$ cat config.mk
export PLATFORM = sky130hd
export DESIGN_NAME = t1emu_run_ctrl
export DESIGN_NICKNAME = d
export VERILOG_FILES = /design/src/rtl/t1emu_run_pkg.sv /design/src/rtl/t1emu_run_wdog.sv /design/src/rtl/t1emu_run_ctrl.sv
export SDC_FILE = /design/constraint.sdc
export NUM_CORES = 1
export LEC_CHECK = 0
export ABC_AREA = 1
export ABC_CLOCK_PERIOD_IN_PS = 4220
export CORE_ASPECT_RATIO = 1.25
export CORE_UTILIZATION = 35
export CTS_CLUSTER_SIZE = 10
export DETAILED_ROUTE_END_ITERATION = 8
export HOLD_SLACK_MARGIN = 0.05
export SLEW_MARGIN = 20
export SYNTH_ARGS = -nofsm -noshare
export SYNTH_HDL_FRONTEND = slang
export SYNTH_SLANG_ARGS = --single-unit
$ cat constraint.sdc
create_clock -name clock_i -period 4.22 [get_ports clock_i]
set_input_delay 0.844 -clock clock_i [delete_from_list [all_inputs] [get_ports clock_i]]
set_output_delay 0.844 -clock clock_i [all_outputs]
set_load 0.01 [all_outputs]
$ cat src/rtl/t1emu_run_pkg.sv
// Shared types for the t1emu run controller.
package t1emu_run_pkg;

  typedef enum logic [1:0] {
    StHold  = 2'd0,
    StRun   = 2'd1,
    StDrain = 2'd2,
    StDone  = 2'd3
  } run_state_e;

  typedef enum logic [1:0] {
    EXIT_NONE    = 2'd0,
    EXIT_QUIT    = 2'd1,
    EXIT_TIMEOUT = 2'd2
  } exit_code_e;

  // Bits needed to count 0..n-1, never less than one.
  function automatic int unsigned cnt_width(input int unsigned n);
    return (n > 1) ? $clog2(n) : 1;
  endfunction

endpackage

$ cat src/rtl/t1emu_run_wdog.sv
// Retirement watchdog: counts enabled cycles since the last clear and flags the last one.
module t1emu_run_wdog
  import t1emu_run_pkg::*;
#(
  parameter int unsigned CYCLES = 100000
) (
  input  logic clock_i,
  input  logic reset_i,
  input  logic clear_i,
  input  logic enable_i,
  output logic expire_o
);

  localparam int unsigned CntW = cnt_width(CYCLES);
  localparam logic [CntW-1:0] CntLast = CntW'(CYCLES - 1);

  logic [CntW-1:0] cnt_q;

  // Clear has priority; counting stops at the expiry value so it never wraps.
  always_ff @(posedge clock_i or posedge reset_i) begin
    if (reset_i) begin
      cnt_q <= '0;
    end else if (clear_i) begin
      cnt_q <= '0;
    end else if (enable_i && (cnt_q != CntLast)) begin
      cnt_q <= cnt_q + 1'b1;
    end
  end

  assign expire_o = (cnt_q == CntLast);

endmodule

$ cat src/rtl/t1emu_run_ctrl.sv
// Run controller: stretches DUT reset, counts run cycles, watches for hangs,
// gates trace capture and sequences drain/finish at end of run.
module t1emu_run_ctrl
  import t1emu_run_pkg::*;
#(
  parameter int unsigned RESET_CYCLES    = 8,
  parameter int unsigned WATCHDOG_CYCLES = 100000,
  parameter int unsigned DRAIN_CYCLES    = 16,
  parameter int unsigned CNT_W           = 64
) (
  input  logic             clock_i,
  input  logic             reset_i,
  input  logic             quit_req_i,
  input  logic             retire_valid_i,
  input  logic [CNT_W-1:0] trace_start_i,
  input  logic [CNT_W-1:0] trace_stop_i,
  output logic             dut_reset_o,
  output logic             trace_en_o,
  output logic             finish_o,
  output logic [1:0]       exit_code_o,
  output logic [CNT_W-1:0] cycle_count_o,
  output logic [1:0]       run_state_o
);

  localparam int unsigned HoldW  = cnt_width(RESET_CYCLES);
  localparam int unsigned DrainW = cnt_width(DRAIN_CYCLES);
  localparam logic [HoldW-1:0]  HoldLast  = HoldW'(RESET_CYCLES - 1);
  localparam logic [DrainW-1:0] DrainLast = DrainW'(DRAIN_CYCLES - 1);

  run_state_e        state_q;
  exit_code_e        exit_q;
  logic              dut_reset_q;
  logic              finish_q;
  logic [HoldW-1:0]  hold_q;
  logic [DrainW-1:0] drain_q;
  logic [CNT_W-1:0]  cycle_q;
  logic              wd_expire;

  t1emu_run_wdog #(
    .CYCLES(WATCHDOG_CYCLES)
  ) u_wdog (
    .clock_i  (clock_i),
    .reset_i  (reset_i),
    .clear_i  (retire_valid_i),
    .enable_i (state_q == StRun),
    .expire_o (wd_expire)
  );

  // Run-phase FSM with all its registered outputs.
  always_ff @(posedge clock_i or posedge reset_i) begin
    if (reset_i) begin
      state_q     <= StHold;
      exit_q      <= EXIT_NONE;
      dut_reset_q <= 1'b1;
      finish_q    <= 1'b0;
      hold_q      <= '0;
      drain_q     <= '0;
      cycle_q     <= '0;
    end else begin
      finish_q <= 1'b0;
      unique case (state_q)
        StHold: begin
          if (hold_q == HoldLast) begin
            state_q     <= StRun;
            dut_reset_q <= 1'b0;
          end else begin
            hold_q <= hold_q + 1'b1;
          end
        end
        StRun: begin
          if (cycle_q != '1) cycle_q <= cycle_q + 1'b1;
          // Quit beats a simultaneous timeout; a retire in the expiry cycle cancels it.
          if (quit_req_i) begin
            state_q <= StDrain;
            exit_q  <= EXIT_QUIT;
            drain_q <= '0;
          end else if (wd_expire && !retire_valid_i) begin
            state_q <= StDrain;
            exit_q  <= EXIT_TIMEOUT;
            drain_q <= '0;
          end
        end
        StDrain: begin
          if (cycle_q != '1) cycle_q <= cycle_q + 1'b1;
          if (drain_q == DrainLast) begin
            state_q  <= StDone;
            finish_q <= 1'b1;
          end else begin
            drain_q <= drain_q + 1'b1;
          end
        end
        StDone: begin
          // Terminal until reset.
        end
      endcase
    end
  end

  // Trace window decode; an empty or inverted window never enables.
  always_comb begin
    trace_en_o = ((state_q == StRun) || (state_q == StDrain)) &&
                 (cycle_q >= trace_start_i) && (cycle_q < trace_stop_i);
  end

  assign dut_reset_o   = dut_reset_q;
  assign finish_o      = finish_q;
  assign exit_code_o   = exit_q;
  assign cycle_count_o = cycle_q;
  assign run_state_o   = state_q;

endmodule

### Word level (Yosys, flattened, before mapping)

Index checks and enable logic that the tools add are counted.

* bits in registers: 94
* bits in latches: 0
* bits in writable memories: 0
* memory bits (read-only): 0
* word-level logic and storage cells: 58
* memories: 0

* add/sub/neg operators: 4
* multipliers: 0
* divide/modulo/power cells: 0
* magnitude comparators: 2
* eq/ne operators: 11
* shift-type cells: 0
* mux-type cells: 14
* bitwise gates (word level): 1
* reduce and logical (&&, ||, !) cells: 18

Operator list (number)
* adder 64 x 1 -> 64 bit, second input constant: 1
* greater-or-equal comparator 64 bit: 1
* < comparator 64 bit: 1
* != test 64 bit, second input constant: 1
* two-way mux 17 bit: 2
* adder 17 x 1 -> 17 bit, second input constant: 1
* == test 17 bit, second input constant: 1
* != test 17 bit, second input constant: 1
* two-way mux 4 bit: 3
* two-way mux 2 bit: 5
* one-hot mux 4 bit (2 select lines): 1
* AND reduction 2 bit: 4
* != test 2 bit, second input constant: 3
* one-hot mux 2 bit (3 select lines): 1
* nonzero test 2 bit: 3
* adder 4 x 1 -> 4 bit, second input constant: 1
* == test 4 bit, second input constant: 1
* logical AND 1 bit: 4
* AND reduction 4 bit: 1
* adder 3 x 1 -> 3 bit, second input constant: 1
* == test 3 bit, second input constant: 1
* != test 3 bit, second input constant: 1
* AND reduction 3 bit: 1
* nonzero test 3 bit: 1
* 8 further kinds: 9

### Longest topological paths before layout

Gate-level depths: netlist (run 1).

* word-level depth: 5
* gate-level depth with buffers: 15

### Hierarchy

From an unflattened synthesis (run 1), not the netlist that was laid out.

* cells, all modules: 1413
* area total of the unflattened synthesis: 9449.1 um^2

By module, submodules not included
* t1emu_run_ctrl: times used 1, cells an instance 1238, area each 8279.2 um^2
* t1emu_run_wdog: times used 1, cells an instance 175, area each 1169.9 um^2

### Least setup slack after synthesis (run 1)

No wires, ideal clock.

* path kind: input port to output port
* from: in trace_start_i[63]
* to: out trace_en_o
* arrival time: 1.993 ns
* path slack: 1.383 ns
* stages: 10
* cells stage by stage: inv_1 ha_1 nand2_1 nor2_1 nand4_1 nor3_1 nand2_1 nor2_1 a21oi_1 nor2_1

* longest elaborated chain between the ends: 3

Ends and longest elaborated chain
* from (decl): line t1emu_run_ctrl.sv:15 `input logic [CNT_W-1:0] trace_start_i,`
* greater-or-equal comparator 64 bit: line t1emu_run_ctrl.sv:102 `(cycle_q >= trace_start_i) && (cycle_q < trace_stop_i);`
* logical AND 1 bit: line t1emu_run_ctrl.sv:101 `trace_en_o = ((state_q == StRun) || (state_q == StDrain)) &&`
* logical AND 1 bit: line t1emu_run_ctrl.sv:102
* to (decl): line t1emu_run_ctrl.sv:18 `output logic trace_en_o,`

Every way passes these cells.

### Final worst setup path (run 1)

* from: in trace_start_i[31]
* to: out trace_en_o

The elaborated chain is that of the path after synthesis.

==> results of run 1 <==
==> state kept, by name, indices dropped and copies added (netlist names) <==
name and count:
exit_code_o 2, hold_q 3, u_wdog.cnt_q 17, finish_o 1
run_state_o 2, cycle_count_o 64, drain_q 4, dut_reset_o 1
==> logic make-up after synthesis <==
logic type                 count (synthesis)
and+or+nand+nor                          641
buffers and inverters                    267
AOI/OAI and AO/OA                        174
adders and majority gates                137
DFF                                       94
xor gates and xnor gates                  63
==> worst register-to-register path, delay by kind of cell, from the launching register on <==
| kind | cells | cell delay (ps) |
|---|---|---|
| AOI/OAI and AO/OA | 1 | 120 |
| DFF | 1 | 480 |
| buffers and inverters | 2 | 760 |
| adders and majority gates | 1 | 340 |
| and+or+nand+nor | 7 | 1230 |
==> layout make-up <==
type                    count  area, µm²
clock inverters             5      61.31
repair buffers            222       2183
well taps                 340      425.4
flip-flops and latches     94       2354
inverters                 251      944.7
fillers                  2756      13940
multi-input cells        1015       5953
clock buffers              11      232.7
==> power groups by stage <==
stage	clock (W)	sequential (W)	combinational, W
floorplan	0	0.00107	0.000848
global placement	0	0.00107	0.00121
detailed placement	0	0.00107	0.00124
CTS	0.000861	0.00105	0.00125
global route	0.000889	0.00106	0.00139
finish	0.000834	0.00105	0.00123
==> through the flow <==
stage | hold WS [ps] | power [W] | setup slack [ps] | utilization [%] | setup TNS [ps]
final | 479.5 | 0.003117 | 286.6 | 46.58 | 0
after global routing | 498.2 | 0.003343 | 60.80 | 46.58 | 0
after CTS | 485.8 | 0.003161 | 260.1 | 46.57 | 0
after detailed placement | 469.3 | 0.002314 | -117.0 | 45.39 | -117.0
after global placement | 461.0 | 0.002280 | -82.27 | 45.39 | -82.27
after floorplan | 445.8 | 0.001913 | 929.0 | - | 0
==> cell usage in the layout (no fill, tap or decap), types with 22 or more instances in the layout <==
cell type                         count
sky130_fd_sc_hd__ha_1               137
sky130_fd_sc_hd__o21ai_1             46
sky130_fd_sc_hd__nor2_1             133
sky130_fd_sc_hd__nand2_1            348
sky130_fd_sc_hd__xor2_1              55
sky130_fd_sc_hd__nand4_1             35
sky130_fd_sc_hd__a21oi_1             62
sky130_fd_sc_hd__inv_1              228
sky130_fd_sc_hd__nand3_1             48
sky130_fd_sc_hd__inv_2               22
sky130_fd_sc_hd__o21ai_0             44
sky130_fd_sc_hd__clkdlybuf4s50_1    201
sky130_fd_sc_hd__dfrtp_1             93
sky130_fd_sc_hd__nor3_1              42
==> final timing paths <==
kind	from	end	slack, ps
setup / recovery	trace_start_i[31]	trace_en_o	290
hold / removal	hold_q[0]	hold_q[0]	480
setup reg to reg	cycle_count_o[0]	cycle_count_o[12]	1200
hold reg to reg	hold_q[0]	hold_q[0]	480
max in group asynchronous	reset_i	dut_reset_o	2500
min in group asynchronous	reset_i	u_wdog.cnt_q[14]	940
==> routing by layer <==
metal / wire length (µm) / vias up / GRT usage [%]
li1: - / 4856 / -
met1: 12120 / 4241 / 25.58
met2: 14540 / 241 / 39.66
met3: 1240 / 50 / 2.153
met4: 1162 / 0 / 9.897
met5: 0 / - / 0
==> summary.txt, run 1 <==
Setup repair after global routing missed its margin = false
Most frequently used cell type in the post-synthesis netlist = sky130_fd_sc_hd__nand2_1
Wire length of the first global-routing pass = 46.19 mm
Die X = 147.9 µm
Area growth from synthesis to layout = 30.48%
Clock network power share = 26.8%
Layout Cells excl Fill = 1938
Share of the synthesized area in the top cell type = 24.98%
I/O pin count = 203
Count of maximum capacitance violations = 0
Sinks on the clock net = 94
Congestion Overflow GR = 0
Layout Cell Area excl Fill = 12150 µm²
WHS Path Cells = 1
Largest stage delay on the critical path = 460 ps
Max Slew Vio Count = 0
Die boundary height = 184.4 µm
Area inside the core boundary = 26100 µm²
Overall via count from detail_route = 9388
Maximum number of pins on one net before global-route repair = 65
Post-CTS setup buffers = 0
Rows = 66
Share of the yosys chip area belonging to registers = 25.27%
Cell Count Post-Placement = 1922
Combinational share of power = 39.5%
Buffering stage count on the worst path with inverters included = 3
Hold Path Class = flip-flop to flip-flop
Global Route Usage Sum = 21.76%
Number of I/O port buffers = 202
Top achievable clock speed = 0.2542 GHz
Adder-Cell Fraction of Synth Area = 18.40%
Element type at the critical path end = output pin
Area of the die = 27270 µm²
Share of final-layout standard cells stronger than drive strength 1 = 5.257%
Netlist area before placement = 9315 µm²
Reg2Reg Depth = 11
Relative contribution of sequential cells to total power = 33.7%
CTS tree = built
Clock Path Buffers = 2
Final hold viol count = 0
Clock latency reported for the late side of the worst-skew pair = 360 ps
Number of levels the H-tree was split into = 3
DRC violation total after the first TritonRoute iteration = 386
Effective utilization at floorplan = 35.70%
Detailed Routing Iterations Pass 1 = 5
Library cell appearing most often on the critical path = sky130_fd_sc_hd__a21oi_1
ANT nets after route = 0
Cell internal power dissipation = 0.001854 W
Switching share of total power = 40.51%
Post-synthesis area per instance = 6.770 µm²
Worst Max-Slew Pin Slew = 847.4 ps
HPWL reported at the end of detailed placement = 24.33 mm
Cell accounting for the most synthesized area = sky130_fd_sc_hd__dfrtp_1
N_diodes = 0
Startpoint type of the worst setup path = primary input
Final worst path period share = 93.21%
EDFF count, synth = 0
Cell with the largest stage delay on the worst path = sky130_fd_sc_hd__clkdlybuf4s50_1
Main combinational cell family by area after synthesis = simple AND/OR/NAND/NOR gates
Number of distinct library cells after synthesis = 41
Root Buffer = sky130_fd_sc_hd__clkbuf_16
Headroom to the max-slew limit = 43.38%
WP data required = 3380 ps
Number of warnings reported in the yosys synthesis log = 0
Crit path time final = 3933 ps
Setup-failing EPs final = 0
Leading cell types by total area after synthesis = sky130_fd_sc_hd__dfrtp_1, sky130_fd_sc_hd__ha_1, sky130_fd_sc_hd__nand2_1
Multiplexer area fraction after synthesis = 0%
Detailed-route wire length = 29.06 mm
Gpl congestion = 0.9130
Final clock skew = 14.31 ps
Area share of and/or/nand/nor cells after synthesis = 29.39%
Cells resized by post-CTS repair = 5
DR vias/cell = 4.844
Area fraction in compound gates after synthesis = 9.926%
Static leakage = 5.790 nW
CP top delay family = buffers and inverters
Worst supply voltage drop on vdd = 0.0002585 V
Number of stages on the worst setup path = 12
Total DRC errors in the routed layout = 0
Post-Synthesis Cells = 1376
Power per cell area = 256.4 nW/µm²
Data arrival time of the worst path = 3090 ps
Average wire per standard cell = 14.99 µm
Crit-path max FO = 2
Post-Synth XOR/XNOR Area = 5.923%
Outcome = complete, no violations
Cell Chain, Critical Path = clkdlybuf4s50_1, inv_1, ha_1, a21oi_1, o21ai_0, a21oi_1, nand2_1, nor2_1, nand2_1, a21oi_1, nor2_1, dlygate4sd2_1
Syn Nets = 1645
Final net count = 1862
Vias in the first global route = 9059
Number of antenna violations at the first check in global routing = 0
Reported net switching power = 0.001263 W
Commonest cells in the synthesized netlist = sky130_fd_sc_hd__nand2_1, sky130_fd_sc_hd__inv_1, sky130_fd_sc_hd__ha_1, sky130_fd_sc_hd__nor2_1, sky130_fd_sc_hd__dfrtp_1
CP Class = primary input to output pin
Number of CTS-inserted buffers = 9
Clock transition at the registers of the reported paths = 70 ps
Placed cell areas = 11840 µm²
Hold-fix buffers at CTS = 0
Number of synthesized register bits = 94
Async S/R FF share, synth = 100.0%
Prevailing post-synth register cell = sky130_fd_sc_hd__dfrtp_1
No activity file was read; power rests on OpenSTA's default activity.
==> run 2: changes to the inputs <==
Settings changed: CORE_MARGIN set to 2, CORE_UTILIZATION 35 to 53, PLACE_DENSITY set to 0.83, TNS_END_PERCENT set to 20.
==> run 2 against run 1 <==
  * Utilization rose by 22 points
  * Worst hold slack improved by 13 ps
  * Sequential power barely moved
  * Via count rose by 1.6%
  * Worst setup slack improved by 160 ps
==> summary.txt, run 2 (synthesized netlist as in run 1, its figures left out) <==
I/O pin count = 203 (unchanged)
Final net count = 1846 (-0.86%)
Element type at the critical path end = output pin
Startpoint type of the worst setup path = primary input
Clock transition at the registers of the reported paths = 70 ps (about the same)
Hold Path Class = flip-flop to flip-flop
Global Route Usage Sum = 29.96% (+8.2 points)
Sinks on the clock net = 94 (unchanged)
Gpl congestion = 1.016 (+11%)
Area occupied by registers = 2354 µm² (unchanged)
DR vias/cell = 5.287 (+9.1%)
Average wire per standard cell = 15.27 µm (+1.8%)
Area taken by multi-input logic gates = 5936 µm² (-0.29%)
Number of I/O port buffers = 202 (unchanged)
Hold-fix buffers at CTS = 0 (unchanged)
Number of antenna violations at the first check in global routing = 0 (unchanged)
Overall via count from detail_route = 9538 (+1.6%)
Die boundary height = 152.2 µm (-17%)
Area inside the core boundary = 17360 µm² (-33%)
Outcome = complete, no violations
Final Worst Setup Slack = 444.0 ps (+157.4 ps)
Headroom to the max-slew limit = 34.53% (-8.8 points)
Placed cell areas = 11570 µm² (-2.3%)
HPWL reported at the end of detailed placement = 22.31 mm (-8.3%)
Effective utilization at floorplan = 53.65% (+18 points)
Data arrival time of the worst path = 2930 ps (-160 ps)
Layout Cell Area excl Fill = 11870 µm² (-2.3%)
Total DRC errors in the routed layout = 0 (unchanged)
Maximum number of pins on one net before global-route repair = 100 (+54%)
CTS tree = built
N_diodes = 0 (unchanged)
WP data required = 3380 ps (about the same)
Clock latency reported for the late side of the worst-skew pair = 350 ps (about the same)
Static leakage = 5.722 nW (-1.2%)
Number of flip-flops under the largest register name = 64 (unchanged)
Setup-failing EPs final = 0 (unchanged)
Final clock skew = 7.912 ps (-6.396 ps)
ANT nets after route = 0 (unchanged)
Max Slew Vio Count = 0 (unchanged)
Detailed Routing Iterations Pass 1 = 6 (+1)
Worst Max-Slew Pin Slew = 982.1 ps (+134.8 ps)
Vias in the first global route = 9325 (+2.9%)
Number of levels the H-tree was split into = 3 (unchanged)
Final worst path period share = 89.48% (-3.7 points)
Layout Cells excl Fill = 1804 (-6.9%)
Cell Count Post-Placement = 1790 (-6.9%)
Leading cell types in the layout, fill and taps excluded = sky130_fd_sc_hd__nand2_1, sky130_fd_sc_hd__inv_1, sky130_fd_sc_hd__clkdlybuf4s50_1
Crit-path max FO = 2 (unchanged)
Setup slack at placement = -23.92 ps (+93.05 ps)
Worst supply voltage drop on vdd = 0.0004556 V (+76%)
Share of final-layout standard cells stronger than drive strength 1 = 4.051% (-1.2 points)
Wire length of the first global-routing pass = 44.60 mm (-3.4%)
CP Class = primary input to output pin
Die X = 122.6 µm (-17%)
Final hold viol count = 0 (unchanged)
Congestion Overflow GR = 0 (unchanged)
Layout fillers = 1527 (-45%)
Count of maximum capacitance violations = 0 (unchanged)
Most common library cell in the layout ignoring fill and taps = sky130_fd_sc_hd__nand2_1
Setup repair after global routing missed its margin = false
Crit path time final = 3776 ps (-157.4 ps)
Detailed-route wire length = 27.55 mm (-5.2%)
Area of the die = 18660 µm² (-32%)
Number of CTS-inserted buffers = 9 (unchanged)
DRC violation total after the first TritonRoute iteration = 480 (+24%)
Setup Total Neg Slack = 0 ps (unchanged)
Top achievable clock speed = 0.2648 GHz (+4.2%)
Clock Path Buffers = 2 (unchanged)
Root Buffer = sky130_fd_sc_hd__clkbuf_16
Area growth from synthesis to layout = 27.41%
Rows = 54 (-18%)
Power per cell area = 262.2 nW/µm² (+2.2%)
[run 2: cell count changes in the layout (fill, tap and decap cells not counted), sizes merged]
| cell | delta |
|---|---|
| clkinvlp | -2 |
| dlygate4sd2 | -1 |
| dlymetal6s2s | +1 |
| clkinv | +2 |
| inv | -2 |
| buf | -16 |
[run 2: final cells by class]
| class | count | area share [%] |
|---|---|---|
| clock inverter | 3 | 0.3900 |
| timing repair buffer | 206 | 17.42 |
| tap | 224 | 2.361 |
| multi-input combinational | 1015 | 50.01 |
| sequential | 94 | 19.83 |
| clock buffer | 11 | 2.045 |
| inverter | 251 | 7.949 |
[run 2: report_power, final]
part | internal (W) | switching (W) | total [W]
registers | 0.000963 | 0.0000876 | 0.00105
logic | 0.000423 | 0.000809 | 0.00123
clock network | 0.000471 | 0.000357 | 0.000828
total | 0.00186 | 0.00125 | 0.00311
[run 2: layer usage]
layer	up-vias	track usage, %	routed length [µm]	share of wire, %
li1	4826	-	-	-
met1	4325	34.72	10990	40
met2	307	54.05	13900	50
met3	80	3.406	1433	5.2
met4	0	13.96	1226	4.5
met5	-	0	0	0
[run 2: worst paths after layout]
kind,slack (ps),cells after the start,from,end
min in group asynchronous,970,2,reset_i,exit_code_o[1]
max,440,14,trace_start_i[31],trace_en_o
max reg2reg,1620,11,cycle_count_o[1],cycle_count_o[62]
min,490,1,exit_code_o[0],exit_code_o[0]
min reg2reg,490,1,exit_code_o[0],exit_code_o[0]
max in group asynchronous,2470,3,reset_i,dut_reset_o
[run 2: critical path: stages]
cell,delay [ps]
sky130_fd_sc_hd__clkdlybuf4s50_1,450
sky130_fd_sc_hd__inv_1,40
sky130_fd_sc_hd__ha_1,280
sky130_fd_sc_hd__nand2_1,70
sky130_fd_sc_hd__nor2_1,180
sky130_fd_sc_hd__nand4_1,180
sky130_fd_sc_hd__nor2_2,190
sky130_fd_sc_hd__nand2_1,70
sky130_fd_sc_hd__nand2_1,60
sky130_fd_sc_hd__nor2_1,40
sky130_fd_sc_hd__nand2_1,150
sky130_fd_sc_hd__a21oi_1,90
sky130_fd_sc_hd__nor2_1,100
sky130_fd_sc_hd__dlymetal6s2s_1,180
[run 2: what timing repair did]
item,4_1_cts,5_1_grt
resized for setup,1,1
cloned,0,0
pin swaps,0,1
buffers inserted,0,0
setup endpoints to repair,1,1
hold endpoints to repair,0,0
[run 2: stage by stage]
stage	hold WS [ps]	total power, W	utilization [%]
finish	492.4	0.003112	68.35
global route	499.6	0.003309	68.35
CTS	493.0	0.003107	68.34
detailed placement	475.9	0.002290	66.66
global placement	461.3	0.002254	66.66
floorplan	445.8	0.001913	-
